### src/rtl/slot_pkg.sv
// Shared slot-machine types and default widths.
// Reel FSM state enum plus symbol/reel-count defaults.
package slot_pkg;

  typedef enum logic [1:0] {
    IDLE = 2'd0,
    SPIN = 2'd1,
    DONE = 2'd2
  } reel_state_t;

  localparam int SLOT_SYM_W     = 3;
  localparam int SLOT_NUM_REELS = 3;

  // Counter width that stays legal when the range collapses to one value.
  function automatic int cnt_w(input int n);
    return (n > 1) ? $clog2(n) : 1;
  endfunction

endpackage

### src/rtl/tick_divider.sv
// TICK_DIV modulo counter; tick is high for the cycle in which it wraps.
// Ports: clk, reset (async low), clear (sync), en, tick.
module tick_divider
  import slot_pkg::*;
#(
  parameter int TICK_DIV = 4
) (
  input  logic clk,
  input  logic reset,
  input  logic clear,
  input  logic en,
  output logic tick
);

  localparam int CW = cnt_w(TICK_DIV);

  logic [CW-1:0] cnt;
  logic          wrap;

  assign wrap = (cnt == CW'(TICK_DIV - 1));
  assign tick = en && wrap;

  always_ff @(posedge clk or negedge reset) begin
    if (!reset) begin
      cnt <= '0;
    end else if (clear) begin
      cnt <= '0;
    end else if (en) begin
      cnt <= wrap ? '0 : cnt + CW'(1);
    end
  end

endmodule

### src/rtl/reel_spin_ctrl.sv
// Reel sequencing FSM: spin/animate reels, stop them in order from LFSR.
// Ports: clk, reset (async low), start, stop, lfsr_in -> reel_sym, busy,
// done, win. Optional macro AUTO_STOP_EN adds an idle-stop timeout.
module reel_spin_ctrl
  import slot_pkg::*;
#(
  parameter int NUM_REELS   = SLOT_NUM_REELS,
  parameter int SYM_W       = SLOT_SYM_W,
  parameter int LFSR_W      = 15,
  parameter int TICK_DIV    = 4,
  parameter int AUTO_CYCLES = 1000
) (
  input  logic                       clk,
  input  logic                       reset,
  input  logic                       start,
  input  logic                       stop,
  input  logic [LFSR_W-1:0]          lfsr_in,
  output logic [NUM_REELS*SYM_W-1:0] reel_sym,
  output logic                       busy,
  output logic                       done,
  output logic                       win
);

  localparam int KW = cnt_w(NUM_REELS);

  reel_state_t                       state;
  logic [KW-1:0]                     k;
  logic [NUM_REELS-1:0][SYM_W-1:0]   reel_q;
  logic [NUM_REELS-1:0][SYM_W-1:0]   reel_nxt;
  logic                              spin;
  logic                              tick;
  logic                              stop_any;
  logic                              last;
  logic                              all_eq;

  assign spin     = (state == SPIN);
  assign last     = (k == KW'(NUM_REELS - 1));
  assign reel_sym = reel_q;

  tick_divider #(
    .TICK_DIV(TICK_DIV)
  ) u_tick (
    .clk  (clk),
    .reset(reset),
    .clear(!spin),
    .en   (spin),
    .tick (tick)
  );

`ifdef AUTO_STOP_EN
  localparam int AW = cnt_w(AUTO_CYCLES);

  logic [AW-1:0] idle_cnt;
  logic          auto_stop;

  assign auto_stop = spin && (idle_cnt == AW'(AUTO_CYCLES - 1));
  // External and internal stop in the same cycle merge into one stop.
  assign stop_any  = spin && (stop || auto_stop);

  always_ff @(posedge clk or negedge reset) begin
    if (!reset) begin
      idle_cnt <= '0;
    end else if (!spin || stop || auto_stop) begin
      idle_cnt <= '0;
    end else begin
      idle_cnt <= idle_cnt + AW'(1);
    end
  end
`else
  localparam int unused_auto = AUTO_CYCLES;

  assign stop_any = spin && stop;
`endif

  logic unused_lfsr;
  assign unused_lfsr = ^lfsr_in[LFSR_W-1:SYM_W];

  // Load beats increment when a stop lands on a tick wrap.
  always_comb begin
    reel_nxt = reel_q;
    for (int i = 0; i < NUM_REELS; i++) begin
      if (tick && (KW'(i) >= k)) begin
        reel_nxt[i] = reel_q[i] + SYM_W'(1);
      end
      if (stop_any && (KW'(i) == k)) begin
        reel_nxt[i] = lfsr_in[SYM_W-1:0];
      end
    end
  end

  always_comb begin
    all_eq = 1'b1;
    for (int i = 1; i < NUM_REELS; i++) begin
      if (reel_nxt[i] != reel_nxt[0]) begin
        all_eq = 1'b0;
      end
    end
  end

  always_ff @(posedge clk or negedge reset) begin
    if (!reset) begin
      state  <= IDLE;
      k      <= '0;
      reel_q <= '0;
      busy   <= 1'b0;
      done   <= 1'b0;
      win    <= 1'b0;
    end else begin
      unique case (state)
        IDLE: begin
          done <= 1'b0;
          if (start) begin
            state <= SPIN;
            busy  <= 1'b1;
            win   <= 1'b0;
            k     <= '0;
          end
        end
        SPIN: begin
          reel_q <= reel_nxt;
          if (stop_any) begin
            if (last) begin
              state <= DONE;
              done  <= 1'b1;
              win   <= all_eq;
            end else begin
              k <= k + KW'(1);
            end
          end
        end
        DONE: begin
          state <= IDLE;
          done  <= 1'b0;
          busy  <= 1'b0;
        end
        default: begin
          state <= IDLE;
          busy  <= 1'b0;
          done  <= 1'b0;
        end
      endcase
    end
  end

endmodule

### config.mk
export PLATFORM = sky130hd
export DESIGN_NAME = reel_spin_ctrl
export DESIGN_NICKNAME = d
export VERILOG_FILES = /design/src/rtl/slot_pkg.sv /design/src/rtl/tick_divider.sv /design/src/rtl/reel_spin_ctrl.sv
export SDC_FILE = /design/constraint.sdc
export NUM_CORES = 1
export LEC_CHECK = 0
export CORE_MARGIN = 8
export CORE_UTILIZATION = 42
export CTS_BUF_LIST = sky130_fd_sc_hd__clkbuf_16
export DETAILED_ROUTE_END_ITERATION = 7
export DONT_BUFFER_PORTS = 1
export PLACE_DENSITY = 0.6
export SETUP_SLACK_MARGIN = 0.3
export SLEW_MARGIN = 40
export SYNTH_ARGS = -nofsm -noshare
export SYNTH_HDL_FRONTEND = slang
export SYNTH_HIERARCHICAL = 1
export SYNTH_SLANG_ARGS = --single-unit
### constraint.sdc
create_clock -name clk -period 3.2 [get_ports clk]
set_input_delay 0.64 -clock clk [delete_from_list [all_inputs] [get_ports clk]]
set_output_delay 0.64 -clock clk [all_outputs]
set_load 0.1 [all_outputs]
==> qor.txt <==
RUN STATUS
-----------------------------------------------------------------------------------------------
Outcome                                                                               completed

SETUP PATH
-----------------------------------------------------------------------------------------------
Maximum net fanout on the critical path                                                       8
Worst setup SP type                                                                    register
CP endpoint kind                                                                       register
Worst Setup Path Type                                                              register to register
Worst Path Arrival                                                                      2320 ps
Data required time at the worst endpoint                                                3330 ps

FLOORPLANNING
-----------------------------------------------------------------------------------------------
Initial Utilization                                                                       0.430
Io pins                                                                                      31
Die ar.                                                                              4660 sq um
Floorplan die height                                                                    68.2 um
Die W                                                                                   68.2 um
Standard-cell rows                                                                           19
Core area                                                                            2660 sq um

TIMING
-----------------------------------------------------------------------------------------------
Actual slew at the worst max-slew pin                                                    513 ps
Final critical path time including I/O delays and setup                                 2190 ps
Slew HR                                                                                   0.658
Final setup fails                                                                             0
Slew Limit Fails                                                                              0
RSZ-0062 raised after global routing                                                         no
Post-route fraction of the period consumed by the critical path                           0.685
Max Clk Rate                                                                            456 MHz
Post-route clock skew                                                                   2.21 ps
Final Hold Fails                                                                              0
Total negative slack                                                                       0 ps

CLOCK NETWORK
-----------------------------------------------------------------------------------------------
Longest Clk Path Bufs                                                                         2
Number of buffers added by the clock tree synthesis step                                      3
CTS tree                                                                                   done
# H-tree levels                                                                               1
Post-CTS Hold Fix Bufs                                                                        0
Count of instances resized after the clock tree is built                                      0
CTS Root Cell                                                                      sky130_fd_sc_hd__clkbuf_16
Clock Latency Late Sink                                                                  250 ps
Clock input transition at the sequential cells of the worst setup and hold paths          50 ps
Number of clock sinks seen by CTS                                                            18
Setup bufs post-CTS                                                                           0

SYNTHESIS
-----------------------------------------------------------------------------------------------
Share of synthesized registers carrying an async set or reset                              1.00
Post-synthesis sequential area ratio                                                      0.393
Gate count of the mapped netlist                                                            127
Number of register bits inferred by synthesis                                                18
Total number of yosys warnings                                                                6
Most common flop cell mapped by yosys                                              sky130_fd_sc_hd__dfrtp_1
Synth unique cells                                                                           38
Mean instance size in the synthesized netlist                                        9.02 sq um
Net count after synthesis                                                                   154
EDFF count, synth                                                                             0
Synth Cell Area                                                                      1150 sq um

ROUTE
-----------------------------------------------------------------------------------------------
Total Wirelength                                                                        2610 um
1st-iter DRT viols                                                                           51
Number of detailed-route iterations in the first pass                                         4
Ratio of routed vias to standard cells                                                     5.57
Detailed-route wire length per cell                                                     15.4 um
Total vias in the final route                                                               942
Number of remaining DRC errors                                                                0
Remaining antenna violation count                                                             0

MIN PATH
-----------------------------------------------------------------------------------------------
Hold crit path type                                                                input pin to asynchronous set/reset pin

CELLS AND AREA
-----------------------------------------------------------------------------------------------
Share of final-layout standard cells stronger than drive strength 1                       0.167
Diode count                                                                                   0
Area grow syn2layout                                                                      15.4%
Fill cells                                                                                  255
Number of nets in the layout                                                                166

GLOBAL ROUTE
-----------------------------------------------------------------------------------------------
Vias in the first global route                                                              960
Total congestion overflow                                                                     0
First-pass GRT wire length                                                              4390 um
Initial antenna violation count                                                               0
Maximum number of pins on one net before global-route repair                                 19
GRT Util Overall                                                                          0.121

PLACE
-----------------------------------------------------------------------------------------------
RePlAce Congestion                                                                        0.778
Port bufs                                                                                     0
HPWL after detailed placement                                                           1910 um

JOB
-----------------------------------------------------------------------------------------------
Total of max-cap violations                                                                   0

-- placed cells by master, fill, tap and decap left out, types with 2 or more instances in the layout --
master	instances
sky130_fd_sc_hd__dfrtp_2	5
sky130_fd_sc_hd__o22ai_1	3
sky130_fd_sc_hd__and2_1	3
sky130_fd_sc_hd__nand4_1	2
sky130_fd_sc_hd__buf_4	9
sky130_fd_sc_hd__nor3_1	3
sky130_fd_sc_hd__ha_1	8
sky130_fd_sc_hd__mux2_2	2
sky130_fd_sc_hd__a21o_1	2
sky130_fd_sc_hd__clkbuf_16	3
sky130_fd_sc_hd__o21a_1	2
sky130_fd_sc_hd__nand2b_1	5
sky130_fd_sc_hd__nor2_1	6
sky130_fd_sc_hd__clkinv_1	3
sky130_fd_sc_hd__a22o_1	2
sky130_fd_sc_hd__nor2b_1	4
sky130_fd_sc_hd__nand3_1	3
sky130_fd_sc_hd__a21oi_1	10
sky130_fd_sc_hd__nand2_1	20
sky130_fd_sc_hd__o21ai_0	7
sky130_fd_sc_hd__dfrtp_1	13
sky130_fd_sc_hd__mux2i_1	2
sky130_fd_sc_hd__inv_1	5
-- worst max-delay path: stages (launching register included) --
cell and delay [ps]:
sky130_fd_sc_hd__dfrtp_1 450, sky130_fd_sc_hd__nor2b_1 210, sky130_fd_sc_hd__and2_1 330, sky130_fd_sc_hd__o21ai_2 110
sky130_fd_sc_hd__a221oi_1 460, sky130_fd_sc_hd__mux2i_1 160, sky130_fd_sc_hd__o41ai_2 360
-- through the flow --
step	setup slack, ps	util	instance area, sq um	cells	hold WS [ps]
detailed placement	1070	0.466	1240	165	345
finish	1010	0.497	1320	169	84.2
global placement	1070	0.465	1240	165	345
CTS	1030	0.496	1320	169	81.7
floorplan	923	-	1150	127	344
global route	845	0.497	1320	169	76.4
-- state kept, by name (all words and copies together) (netlist names) --
| signal | count |
|---|---|
| u_tick/cnt | 2 |
| done | 1 |
| win | 1 |
| reel_sym | 9 |
| k | 2 |
| busy | 1 |
| state | 2 |
-- Yosys cell counts (2+ instances only) --
library cell,n,share of area
sky130_fd_sc_hd__nand3_1,3,0.013
sky130_fd_sc_hd__mux2i_1,2,0.017
sky130_fd_sc_hd__mux2_2,2,0.020
sky130_fd_sc_hd__inv_1,5,0.016
sky130_fd_sc_hd__dfrtp_1,18,0.39
sky130_fd_sc_hd__ha_1,8,0.087
sky130_fd_sc_hd__nor3_1,3,0.013
sky130_fd_sc_hd__nand4_1,2,0.011
sky130_fd_sc_hd__nor2b_1,4,0.022
sky130_fd_sc_hd__a22o_1,2,0.015
sky130_fd_sc_hd__o21a_1,2,0.013
sky130_fd_sc_hd__o21ai_0,7,0.031
sky130_fd_sc_hd__clkinv_1,2,0.0066
sky130_fd_sc_hd__nand2b_1,5,0.027
sky130_fd_sc_hd__a21oi_1,10,0.044
sky130_fd_sc_hd__nand2_1,20,0.066
sky130_fd_sc_hd__nor2_1,6,0.020
sky130_fd_sc_hd__o22ai_1,3,0.016
sky130_fd_sc_hd__and2_1,3,0.016
sky130_fd_sc_hd__a21o_1,2,0.013
-- worst paths after layout --
| check | start | endpoint | slack (ps) | cells past startpoint |
|---|---|---|---|---|
| max in group asynchronous | reset | reel_sym[8] | 3040 | 0 |
| min reg2reg | state[1] | busy | 510 | 1 |
| max reg2reg | state[0] | win | 1010 | 6 |
| min in group clk | state[1] | busy | 510 | 1 |
| min | reset | busy | 80 | 0 |
| max | state[0] | win | 1010 | 6 |
-- routing by layer --
metal | vias up | share of wire | track usage
li1 | 473 | - | -
met1 | 458 | 0.49 | 0.145
met2 | 9 | 0.46 | 0.208
met3 | 2 | 0.043 | 0.0344
met4 | 0 | 0.0054 | 0.0332
met5 | - | 0 | 0
-- area by class of cell --
type / count / area [sq um] / area share
inverters: 7 / 26.3 / 0.0199
clock buffers: 3 / 75.1 / 0.0568
well taps: 31 / 38.8 / 0.0293
clock inverters: 1 / 3.75 / 0.00284
flip-flops and latches: 18 / 457 / 0.345
multi-input cells: 100 / 654 / 0.495
repair buffers: 9 / 67.6 / 0.0511
-- logic make-up (layout without fill, tap and decap cells) --
| family | count (synthesis) | count (layout) | share of synthesized area |
|---|---|---|---|
| buffers and inverters | 9 | 20 | 0.0360 |
| adder cells (fa/ha/maj) | 8 | 8 | 0.0873 |
| XOR/XNOR | 2 | 2 | 0.0153 |
| multiplexers | 4 | 4 | 0.0371 |
| flip-flops | 18 | 18 | 0.393 |
| AO/OA/AOI/OAI | 36 | 36 | 0.214 |
| AND/OR/NAND/NOR | 50 | 50 | 0.217 |
Power is left out: the tool's default activity adds up to more than one toggle a clock period on the data nets, which glitch-free logic cannot reach.
